File: config.mk
export PLATFORM = sky130hd
export DESIGN_NAME = instr_fetch
export DESIGN_NICKNAME = d
export VERILOG_FILES = /design/src/rtl/instr_fetch.sv
export SDC_FILE = /design/constraint.sdc
export NUM_CORES = 1
export LEC_CHECK = 0
export CELL_PAD_IN_SITES_DETAIL_PLACEMENT = 1
export CELL_PAD_IN_SITES_GLOBAL_PLACEMENT = 1
export CORE_MARGIN = 5
export CORE_UTILIZATION = 30
export DETAILED_ROUTE_END_ITERATION = 6
export PLACE_DENSITY = 0.78
export REMOVE_ABC_BUFFERS = 1
export SETUP_SLACK_MARGIN = 0.2
export SYNTH_ARGS = -nofsm -noshare
export SYNTH_HDL_FRONTEND = slang
export SYNTH_SLANG_ARGS = --single-unit
File: constraint.sdc
create_clock -name clk -period 1.85 [get_ports clk]
set_input_delay 0.2775 -clock clk [delete_from_list [all_inputs] [get_ports clk]]
set_output_delay 0.2775 -clock clk [all_outputs]
set_load 0.05 [all_outputs]
File: src/rtl/instr_fetch.sv
// Byte-serial instruction fetch: assembles four little-endian bytes into one instruction and
// holds it for decode until acknowledged. Optional inter-byte timeout under macro FETCH_TIMEOUT_EN.
module instr_fetch #(
    parameter int DATAWIDTH = 32,
    parameter int PCWIDTH   = 8,
    parameter int TIMEOUT   = 15
) (
    input  logic                 clk,
    input  logic                 reset,
    input  logic                 flush,
    input  logic [7:0]           byteIn,
    input  logic                 byteValid,
    output logic                 byteReady,
    output logic [DATAWIDTH-1:0] instruction,
    output logic                 instrValid,
    input  logic                 instrAck,
    output logic [PCWIDTH-1:0]   pc,
    output logic                 timeoutErr
);

    typedef enum logic {
        COLLECT = 1'b0,
        HOLD    = 1'b1
    } state_t;

    state_t                 r_state;
    state_t                 w_state_next;
    logic [1:0]             r_cnt;
    logic [DATAWIDTH-1:0]   r_asm;
    logic [PCWIDTH-1:0]     r_pc;
    logic                   w_accept;
    logic                   w_ack;
    logic                   w_timeout;

    always_ff @(posedge clk or posedge reset) begin
        if (reset) begin
            r_state <= COLLECT;
        end else begin
            r_state <= w_state_next;
        end
    end

    // flush outranks both byte acceptance and acknowledge
    always_comb begin
        w_state_next = r_state;
        w_accept     = 1'b0;
        w_ack        = 1'b0;
        byteReady    = (r_state == COLLECT);
        if (flush) begin
            w_state_next = COLLECT;
        end else begin
            case (r_state)
                COLLECT: begin
                    if (byteValid) begin
                        w_accept = 1'b1;
                        if (r_cnt == 2'd3) begin
                            w_state_next = HOLD;
                        end
                    end
                end
                HOLD: begin
                    if (instrAck) begin
                        w_ack        = 1'b1;
                        w_state_next = COLLECT;
                    end
                end
                default: w_state_next = COLLECT;
            endcase
        end
    end

    always_ff @(posedge clk or posedge reset) begin
        if (reset) begin
            r_cnt <= 2'd0;
            r_asm <= '0;
            r_pc  <= '0;
        end else if (flush) begin
            r_cnt <= 2'd0;
            r_asm <= '0;
            r_pc  <= '0;
        end else begin
            if (w_accept) begin
                r_asm[{r_cnt, 3'b000} +: 8] <= byteIn;
                r_cnt                       <= r_cnt + 2'd1;
            end else if (w_timeout) begin
                r_cnt <= 2'd0;
                r_asm <= '0;
            end
            if (w_ack) begin
                r_pc <= r_pc + 1'b1;
            end
        end
    end

`ifdef FETCH_TIMEOUT_EN
    localparam int IDLE_W = $clog2(TIMEOUT + 1);

    logic [IDLE_W-1:0] r_idle;
    logic              r_tout;
    logic              w_idle_run;
    logic [IDLE_W-1:0] w_idle_inc;

    // idle time only counts between bytes of a partially assembled instruction
    assign w_idle_run = (r_state == COLLECT) && (r_cnt != 2'd0) && !w_accept && !flush;
    assign w_idle_inc = r_idle + 1'b1;
    assign w_timeout  = w_idle_run && (w_idle_inc == IDLE_W'(TIMEOUT));

    always_ff @(posedge clk or posedge reset) begin
        if (reset) begin
            r_idle <= '0;
            r_tout <= 1'b0;
        end else begin
            r_tout <= w_timeout;
            if (w_idle_run && !w_timeout) begin
                r_idle <= w_idle_inc;
            end else begin
                r_idle <= '0;
            end
        end
    end

    assign timeoutErr = r_tout;
`else
    assign w_timeout  = 1'b0;
    assign timeoutErr = 1'b0;
`endif

    assign instrValid  = (r_state == HOLD);
    assign instruction = instrValid ? r_asm : '0;
    assign pc          = r_pc;

endmodule
==> impl_results.md, run 1 <==
* Most frequent cells in the layout: dfrtp_1, buf_12, buf_4
* Path category of the worst min-delay check: primary input to async pin
* Via count at 1882
* Util after Layout at about 49%
* Root buffer cell: clkbuf_8
* CP required at 2.08 ns
* Max VDD drop at 238 uV
* Mean Syn Cell Area at 10.1 um2
* Share of cells above drive strength 1 at ~30%
* CP Cell Sequence: inv_2 > ha_4 > or3b_4 > a2111oi_4 > buf_4 > a22o_1
* CTS max path bufs at 2
* DRT antenna net count at 0
* Die W at roughly 95 um
* CTS tree: yes
* Synthesized flop and latch total at 43
* Slew HR at 59.8%
* Initial antenna violation count at 0
* Status: finished, final reports clean
* Final hold violation count at 0
* Drt first-iter violations at 56
* Clock skew at roughly 0.011 ns
* Pre-antenna DRT Iters at 4
* Ranking of synthesized cells by area: dfrtp_1, and2_1, a22o_1
* Vias in the first global route at 2030
* Ys flop type: dfrtp_1
* First-pass GRT wire length at about 10000 um
* Total gr overflow at 0
* H-tree levels at 2
* Fin crit period at 1.68 ns
* Cts bufs inserted at 5
* Warnings from Yosys at 0
* Port bufs at 54
* Final setup viols at 0
* Final worst-path cycle share at 90.9%
* RSZ-0062 raised after global routing: true
* Max-slew violations at 0
* Ant diodes at 0
* Final std cells w/o fill at between 300 and 400
* CP Capture Type: flip-flop
* Critical path's top delay family: simple AND/OR/NAND/NOR gates
* Synth Instances at about 220
* Commonest non-fill, non-tap cell in the layout: dfrtp_1
* FP Rows at 31
* Class of the most critical setup path: flip-flop to flip-flop
* # IOs at 56
* WL per Instance at between 15 and 20 um
* DP Wirelength at 4630 um
* Die Ht at ~95 um
* Clock transition at path regs at 0.09 ns
* DR vias/cell at 4.80
* Sink Count at 43
* Leakage at approximately 1.5 nW
* Netlist Area Pre-Place at ~0.0022 mm2
* Worst Max-Slew Pin Slew at roughly 0.60 ns
* CP max FO at 7
* Final Wtd Congestion at about 0.83
* Slowest-stage cell, CP: or3b_4
* CP max stage delay at 0.41 ns
* FMAX at 595 MHz
* Post-synth ARST share at 100%
* MaxCap Viol Count at 0
* Total track usage at 14.8%
* Largest net degree at the start of global routing at 44
* Worst skew pair latency at 0.30 ns
* PwrDens at 551 mW/mm2
* Die area at 0.00905 mm2
* WP data arrival at between 1.5 and 2 ns
* Core Area at 0.00714 mm2
* Pwr Total at 1.92 mW
* Synth unique cells at 36
* Nets at 312
* Final hold slack at 0.426 ns
* Crit path launch type: flip-flop
* Hold_buf cts at 0
* Top cell type's share of synthesized area at 49.5%
* Post-Place Cells at 379
* DR DRC count at 0
* Initial Util at between 30% and 40%
* P&R area growth vs syn at 60.4%
* Worst path bufs/invs at 2
* Largest area contributor in the netlist: dfrtp_1
* Total Wirelength at 6600 um
* Final TNS setup at 0 ns
* Post-synth EDFFs at 0
* Register area share after synthesis at 49.5%
area by class of cell:
cell class	instances	area [um2]
fill	788	3650
tap	99	124
clock buffer	5	68.8
clock inverter	3	15.0
multi-input combinational	147	1080
sequential	43	1080
timing repair buffer	79	1060
inverter	16	60.1
metrics by stage:
stage / area (um2) / setup slack, ns
global route: 3490 / 0.111
CTS: 3430 / 0.196
global placement: 3260 / -0.00752
finish: 3490 / 0.169
floorplan: 2120 / -0.495
detailed placement: 3260 / -0.0929
tightest hold or removal path, stage by stage:
cell and delay (ns):
clkdlybuf4s50_1 0.40, inv_1 0.05, buf_4 0.46
synth_stat cells, types with 2 or more instances:
cell type / instances
dfrtp_1: 43
and2_1: 24
nand2_1: 19
inv_1: 15
a22o_1: 14
nor2_1: 14
mux2i_1: 10
nand3_1: 10
o21ai_0: 10
a21oi_1: 9
clkbuf_1: 7
ha_1: 7
or3_1: 4
nand3b_1: 3
nand4_1: 3
o31ai_1: 2
or4_1: 2
xnor2_1: 2
final timing paths:
check / startpoint / end / slack [ns] / cells after the start
min: reset / r_asm[28] / 0.43 / 3
max reg2reg: r_cnt[0] / r_asm[31] / 0.17 / 6
max: r_cnt[0] / r_asm[31] / 0.17 / 6
max in group asynchronous: reset / instrValid / 1.01 / 3
min reg2reg: r_asm[16] / r_asm[16] / 0.47 / 1
min in group clk: r_asm[16] / r_asm[16] / 0.47 / 1
logic make-up after synthesis:
| logic type | Yosys count | share of synthesized area [%] |
|---|---|---|
| XOR/XNOR | 3 | 1.21 |
| multiplexers | 10 | 4.61 |
| flip-flops | 43 | 49.5 |
| adder cells (fa/ha/maj) | 7 | 4.03 |
| AND/OR/NAND/NOR | 86 | 21.9 |
| AO/OA/AOI/OAI | 40 | 13.6 |
| other | 1 | 0.173 |
| buffers and inverters | 26 | 5.01 |
where the power goes:
| group | switching [mW] | internal (mW) |
|---|---|---|
| registers | 0.0106 | 0.962 |
| clock network | 0.335 | 0.259 |
| logic | 0.196 | 0.156 |
registers in the layout (all words and copies together), names as in the netlist:
register / count
r_asm: 32
r_cnt: 2
pc: 8
instrValid: 1
repair_timing:
item | 4_1_cts | 5_1_grt
resized for setup | 19 | 14
hold endpoints to repair | 0 | 0
pin swaps | 4 | 6
cloned | 0 | 0
setup endpoints to repair | 49 | 30
buffers inserted | 5 | 0
layer usage:
metal | vias up | GRT usage (%) | routed length, um
li1 | 890 | - | -
met1 | 931 | 18.7 | 2880
met2 | 49 | 25.2 | 3300
met3 | 12 | 3.24 | 299
met4 | 0 | 4.57 | 109
met5 | - | 0 | 0
Power figures use the tool's default switching activity.
==> run 2: changes to the inputs <==
--- a/config.mk
+++ b/config.mk
@@ -10,6 +10,7 @@
 export CORE_MARGIN = 5
 export CORE_UTILIZATION = 30
 export DETAILED_ROUTE_END_ITERATION = 6
+export GPL_TIMING_DRIVEN = 0
 export PLACE_DENSITY = 0.78
 export REMOVE_ABC_BUFFERS = 1
 export SETUP_SLACK_MARGIN = 0.2
==> run 2 against run 1 <==
Combinational power fell by 5%. Core utilization decreased by 3.1 points. Sequential share of layout area grew 2.2 points. First-iteration DRC count is 43% higher. Via count up 1.5%. Largest cell class unchanged. Total power fell by 1.7%. Critical path type is now flip-flop to primary output. Worst setup slack lost 0.088 ns. Die area unchanged.
==> impl_results.md, run 2 (synthesized netlist as in run 1, its figures left out) <==
* Worst R2R Path Depth at 6 (unchanged)
* CP endpoint: instruction[13]
* Slew HR at 60.9% (+1.0 points)
* CTS max path bufs at 2 (unchanged)
* DR DRC count at 0 (unchanged)
* Commonest non-fill, non-tap cell in the layout: dfrtp_1
* Pre-antenna DRT Iters at 4 (unchanged)
* Final std cells w/o fill at 394 (+0.51%)
* Crit path launch: instrValid
* Hold_buf cts at 0 (unchanged)
* Total gr overflow at 0 (unchanged)
* CTS tree: yes
* Clock transition at path regs at 0.08 ns (about the same)
* Root buffer cell: clkbuf_8
* Die W at 95.1 um (unchanged)
* Largest net degree at the start of global routing at 44 (unchanged)
* WL per Instance at 17.4 um (+3.5%)
* Max-slew violations at 0 (unchanged)
* Total track usage at 15.3% (+0.49 points)
* Util after Layout at 45.8% (-3.1 points)
* Via count at 1910 (+1.5%)
* DP Wirelength at 4100 um (-11%)
* Core Area at 0.00714 mm2 (unchanged)
* Fin crit period at 1.77 ns (+0.0884 ns)
* Worst skew pair latency at 0.30 ns (about the same)
* WP data arrival at 1.49 ns (-0.43 ns)
* FMAX at 565 MHz (-5.0%)
* Crit path launch type: flip-flop
* First-pass GRT wire length at 10600 um (+2.0%)
* P&R area growth vs syn at 50.3%
* H-tree levels at 2 (unchanged)
* Initial antenna violation count at 0 (unchanged)
* Worst R2R Start: r_cnt[1]
* Drt first-iter violations at 80 (+43%)
* Sink Count at 43 (unchanged)
* Reg2reg end: r_asm[26]
* PwrDens at 578 mW/mm2 (+5.0%)
* Max VDD drop at 268 uV (+13%)
* CP max FO at 5 (-2)
* Final Wtd Congestion at 0.745 (-11%)
* DR vias/cell at 4.85 (+0.97%)
* Leakage at 1.50 nW (-2.5%)
* Largest Register: r_asm
* Cts bufs inserted at 5 (unchanged)
* Share of cells above drive strength 1 at 33.2% (+3.5 points)
* # IOs at 56 (unchanged)
* Largest register FFs at 32 (unchanged)
* Port bufs at 54 (unchanged)
* Final setup viols at 0 (unchanged)
* Most frequent cells in the layout: dfrtp_1, buf_4, and2_1
* Die area at 0.00905 mm2 (unchanged)
* Final hold slack at 0.323 ns (-0.104 ns)
* Worst Max-Slew Pin Slew at 0.587 ns (-0.0153 ns)
* CP Capture Type: primary output
* Initial Util at 30.5% (unchanged)
* Final worst-path cycle share at 95.6% (+4.8 points)
* Nets at 314 (+0.64%)
* Die Ht at 95.1 um (unchanged)
* FP Rows at 31 (unchanged)
* DRT antenna net count at 0 (unchanged)
* Status: finished, final reports clean
* MaxCap Viol Count at 0 (unchanged)
* Path category of the worst min-delay check: primary input to async pin
* Setup Slack @ Placement at -0.928 ns (-0.835 ns)
* CP required at 1.57 ns (-0.51 ns)
* Clock skew at 0.00717 ns (-0.00385 ns)
* Class of the most critical setup path: flip-flop to primary output
* Fin worst setup slack at 0.0805 ns (-0.0884 ns)
* R2R Setup Slk at 0.13 ns (-0.04 ns)
* RSZ-0062 raised after global routing: true
* Total Wirelength at 6860 um (+4.0%)
* Final hold violation count at 0 (unchanged)
* Vias in the first global route at 1988 (-2.1%)
* Ant diodes at 0 (unchanged)
* Post-Place Cells at 360 (-5.0%)
-- run 2: cell count changes in the layout (fill, tap and decap cells not counted), sizes merged --
cell	delta
clkdlybuf4s15	+2
clkinv	-2
dlygate4sd2	+3
clkdlybuf4s50	-1
clkbuf	+2
buf	-2
-- run 2: what timing repair did --
action,CTS,global route
pin swaps,7,10
setup buffers,15,10
endpoints found under the setup margin,82,68
cloned,1,0
resized for setup,225,71
hold endpoints to repair,0,0
-- run 2: power by group --
group | leakage, nW | switching, mW | total, mW | internal (mW)
registers | 0.593 | 0.0118 | 0.975 | 0.963
logic | 0.863 | 0.187 | 0.335 | 0.148
clock network | 0.0422 | 0.313 | 0.578 | 0.265
total | 1.50 | 0.511 | 1.89 | 1.38
-- run 2: how the worst min path moves through the flow --
| stage | endpoint | slack (ns) | cells past startpoint |
|---|---|---|---|
| after floorplan | pc[1] | 0.34 | 1 |
| after global placement | r_asm[16] | 0.46 | 1 |
| after detailed placement | r_asm[16] | 0.47 | 1 |
| after CTS | r_asm[23] | 0.34 | 3 |
| after global routing | r_asm[30] | 0.35 | 3 |
| final | r_asm[25] | 0.32 | 3 |
-- run 2: critical path, cell delays in order (launching register included) --
cell and delay, ns:
dfrtp_4 0.51, buf_6 0.15, buf_12 0.13, buf_12 0.12, and2_4 0.15, buf_6 0.14
-- run 2: through the flow --
stage               cell area (um2)  setup TNS (ns)  total power [mW]
global placement               2790          -48.84              1.21
global route                   3270               0              1.98
detailed placement             2810          -35.88              1.22
finish                         3270               0              1.89
floorplan                      2120           -8.31              1.13
CTS                            3060               0              1.85
-- run 2: metal layers --
metal | track usage, % | routed length, um | share of wire [%]
met5 | 0 | 0 | 0
met4 | 2.40 | 78 | 1.1
met3 | 3.71 | 280 | 4.1
met2 | 26.6 | 3560 | 52
met1 | 19.6 | 2950 | 43
-- run 2: layout make-up --
cell class / instances / area, um2
timing repair buffer: 81 / 798
tap: 99 / 124
fill: 829 / 3870
multi-input combinational: 147 / 1110
inverter: 16 / 67.6
clock buffer: 7 / 76.3
sequential: 43 / 1080
clock inverter: 1 / 5.00
==> run 3: changes to the inputs <==
--- a/config.mk
+++ b/config.mk
@@ -7,7 +7,7 @@
 export LEC_CHECK = 0
 export CELL_PAD_IN_SITES_DETAIL_PLACEMENT = 1
 export CELL_PAD_IN_SITES_GLOBAL_PLACEMENT = 1
-export CORE_MARGIN = 5
+export CORE_MARGIN = 8
 export CORE_UTILIZATION = 30
 export DETAILED_ROUTE_END_ITERATION = 6
 export GPL_TIMING_DRIVEN = 0
==> run 3 against run 2 <==
Clock skew decreased by 0.0038 ns. Count of clock-buffer cells in the layout decreased by 1. Wire length increased by 9.0%. Hold slack got worse by 0.11 ns. Largest cell class unchanged.
==> impl_results.md, run 3 (synthesized netlist as in run 1, its figures left out) <==
* Status: finished, final reports clean
* Sink Count at 43 (unchanged)
* Class of the most critical setup path: flip-flop to flip-flop
* Die W at 101 um (+6.3%)
* CP required at 2.09 ns (+0.52 ns)
* Via count at 1905 (-0.26%)
* Final Wtd Congestion at 0.749 (+0.54%)
* Share of cells above drive strength 1 at 31.6% (-1.6 points)
* Initial Util at 30.5% (unchanged)
* CTS tree: yes
* Path category of the worst min-delay check: primary input to async pin
* Die area at 0.0102 mm2 (+13%)
* Leakage at 1.49 nW (-0.79%)
* WL per Instance at 19.2 um (+10%)
* First-pass GRT wire length at 11300 um (+6.9%)
* Clock power frac at 35.1% (+4.5 points)
* Pwr Total at 2.05 mW (+8.6%)
* Root buffer cell: clkbuf_8
* Max-slew violations at 0 (unchanged)
* Post-DP Area at 0.00281 mm2 (unchanged)
* Final hold violation count at 0 (unchanged)
* MaxCap Viol Count at 0 (unchanged)
* Die Ht at 101 um (+6.3%)
* Drt first-iter violations at 71 (-11%)
* Net Sw Frac at 26.3% (-0.84 points)
* PwrDens at 650 mW/mm2 (+12%)
* Largest Register: r_asm
* Hold_buf cts at 0 (unchanged)
* Worst skew pair latency at 0.30 ns (about the same)
* Initial antenna violation count at 0 (unchanged)
* Max VDD drop at 315 uV (+17%)
* WP data arrival at 1.95 ns (+0.46 ns)
* Largest net degree at the start of global routing at 37 (-16%)
* Logic gate share of total power at 17.3% (-0.4 points)
* Total track usage at 14.5% (-0.77 points)
* DR DRC count at 0 (unchanged)
* DR vias/cell at 4.88 (+0.76%)
* DRT antenna net count at 0 (unchanged)
* Clock skew at 0.00333 ns (-0.00383 ns)
* Pre-antenna DRT Iters at 4 (unchanged)
* Vias in the first global route at 2112 (+6.2%)
* Psw at 0.538 mW (+5.2%)
* CTS max path bufs at 2 (unchanged)
* Worst R2R Start: instrValid
* Util after Layout at 44.2% (-1.6 points)
* H-tree levels at 2 (unchanged)
* Core Area at 0.00714 mm2 (unchanged)
* Cts bufs inserted at 5 (unchanged)
* DP Wirelength at 4420 um (+7.7%)
* Worst R2R Path Depth at 5 (-1)
* CP Capture Type: flip-flop
* Fin crit period at 1.71 ns (-0.0556 ns)
* Total Wirelength at 7480 um (+9.0%)
* Ant diodes at 0 (unchanged)
* Total gr overflow at 0 (unchanged)
* Largest register FFs at 32 (unchanged)
* Slew HR at 57.2% (-3.6 points)
* Final worst-path cycle share at 92.6% (-3.0 points)
* FP Rows at 31 (unchanged)
* Fin worst setup slack at 0.136 ns (+0.0556 ns)
* P&R area growth vs syn at 45.1%
* Crit path launch type: flip-flop
* Nets at 311 (-0.96%)
* Clock transition at path regs at 0.08 ns (about the same)
* CP max FO at 9 (+4)
* Port bufs at 54 (unchanged)
* Sequential share of power at 47.6% (-4.0 points)
* Setup Slack @ Placement at -0.924 ns (+0.00470 ns)
* Worst Max-Slew Pin Slew at 0.642 ns (+0.0544 ns)
* Commonest non-fill, non-tap cell in the layout: dfrtp_1
* Internal at 1.51 mW (+9.8%)
* Fill cells at 828 (-0.12%)
* Final setup viols at 0 (unchanged)
* R2R Setup Slk at 0.14 ns (about the same)
* FMAX at 583 MHz (+3.2%)
* # IOs at 56 (unchanged)
* Design area at 0.00315 mm2 (-3.4%)
* RSZ-0062 raised after global routing: true
* Most frequent cells in the layout: dfrtp_1, buf_4, and2_1
* Reg2reg end: r_asm[26]
==> run 3: cell types whose count changed in the layout (fill, tap and decap cells not counted), sizes merged <==
cell	previous run	this run
buf	61	58
clkdlybuf4s15	2	0
bufbuf	0	1
bufinv	0	1
clkbuf	7	6
clkinv	1	0
dlygate4sd2	7	8
==> run 3: how the worst max path moves through the flow <==
stage / slack [ns] / cells past startpoint / start / endpoint
finish: 0.14 / 5 / instrValid / r_asm[26]
global placement: -0.80 / 4 / flush / r_asm[9]
floorplan: -0.49 / 2 / instrValid / instruction[0]
detailed placement: -0.92 / 4 / flush / r_asm[11]
global route: 0.09 / 5 / instrValid / r_asm[28]
CTS: 0.1 / 3 / instrValid / instruction[6]
==> run 3: layout make-up <==
class                      count  area, um2  area share [%]
multi-input combinational    147       1130            35.8
sequential                    43       1080            34.3
clock buffer                   6       72.6            2.30
tap                           99        124            3.93
clock inverter                 1       30.0           0.952
inverter                      16       67.6            2.14
timing repair buffer          78        648            20.5
==> run 3: what timing repair did <==
item,in CTS,in global routing
cloned,1,0
setup buffers,15,7
endpoints found under the setup margin,82,48
pin swaps,6,6
endpoints found under the hold margin,0,0
resized for setup,194,62
==> run 3: through the flow <==
stage / hold slack, ns / std cells / setup TNS (ns)
6_report: 0.214 / 390 / 0
5_1_grt: 0.233 / 390 / 0
4_1_cts: 0.211 / 383 / 0
3_5_place_dp: 0.461 / 360 / -37.78
3_3_place_gp: 0.458 / 359 / -50.36
2_1_floorplan: 0.341 / 206 / -8.31
==> run 3: critical path, cell delays in order (launching register included) <==
cell and delay (ns):
dfrtp_4 0.53, buf_12 0.15, nand3b_1 0.23, a2111oi_4 0.39, buf_4 0.22, a22o_1 0.14
==> run 3: layer usage <==
metal / wire length [um] / vias up / track usage [%]
li1: - / 887 / -
met1: 3160 / 956 / 16.2
met2: 3780 / 49 / 25.3
met3: 352 / 13 / 3.80
met4: 188 / 0 / 6.64
met5: 0 / - / 0
==> run 3: power groups by stage <==
| stage | Sequential, mW | Clock (mW) | Combinational (mW) |
|---|---|---|---|
| finish | 0.976 | 0.720 | 0.354 |
| CTS | 0.975 | 0.736 | 0.316 |
| global placement | 0.999 | 0 | 0.210 |
| global route | 0.979 | 0.762 | 0.382 |
| detailed placement | 1.00 | 0 | 0.226 |
| floorplan | 0.995 | 0 | 0.131 |
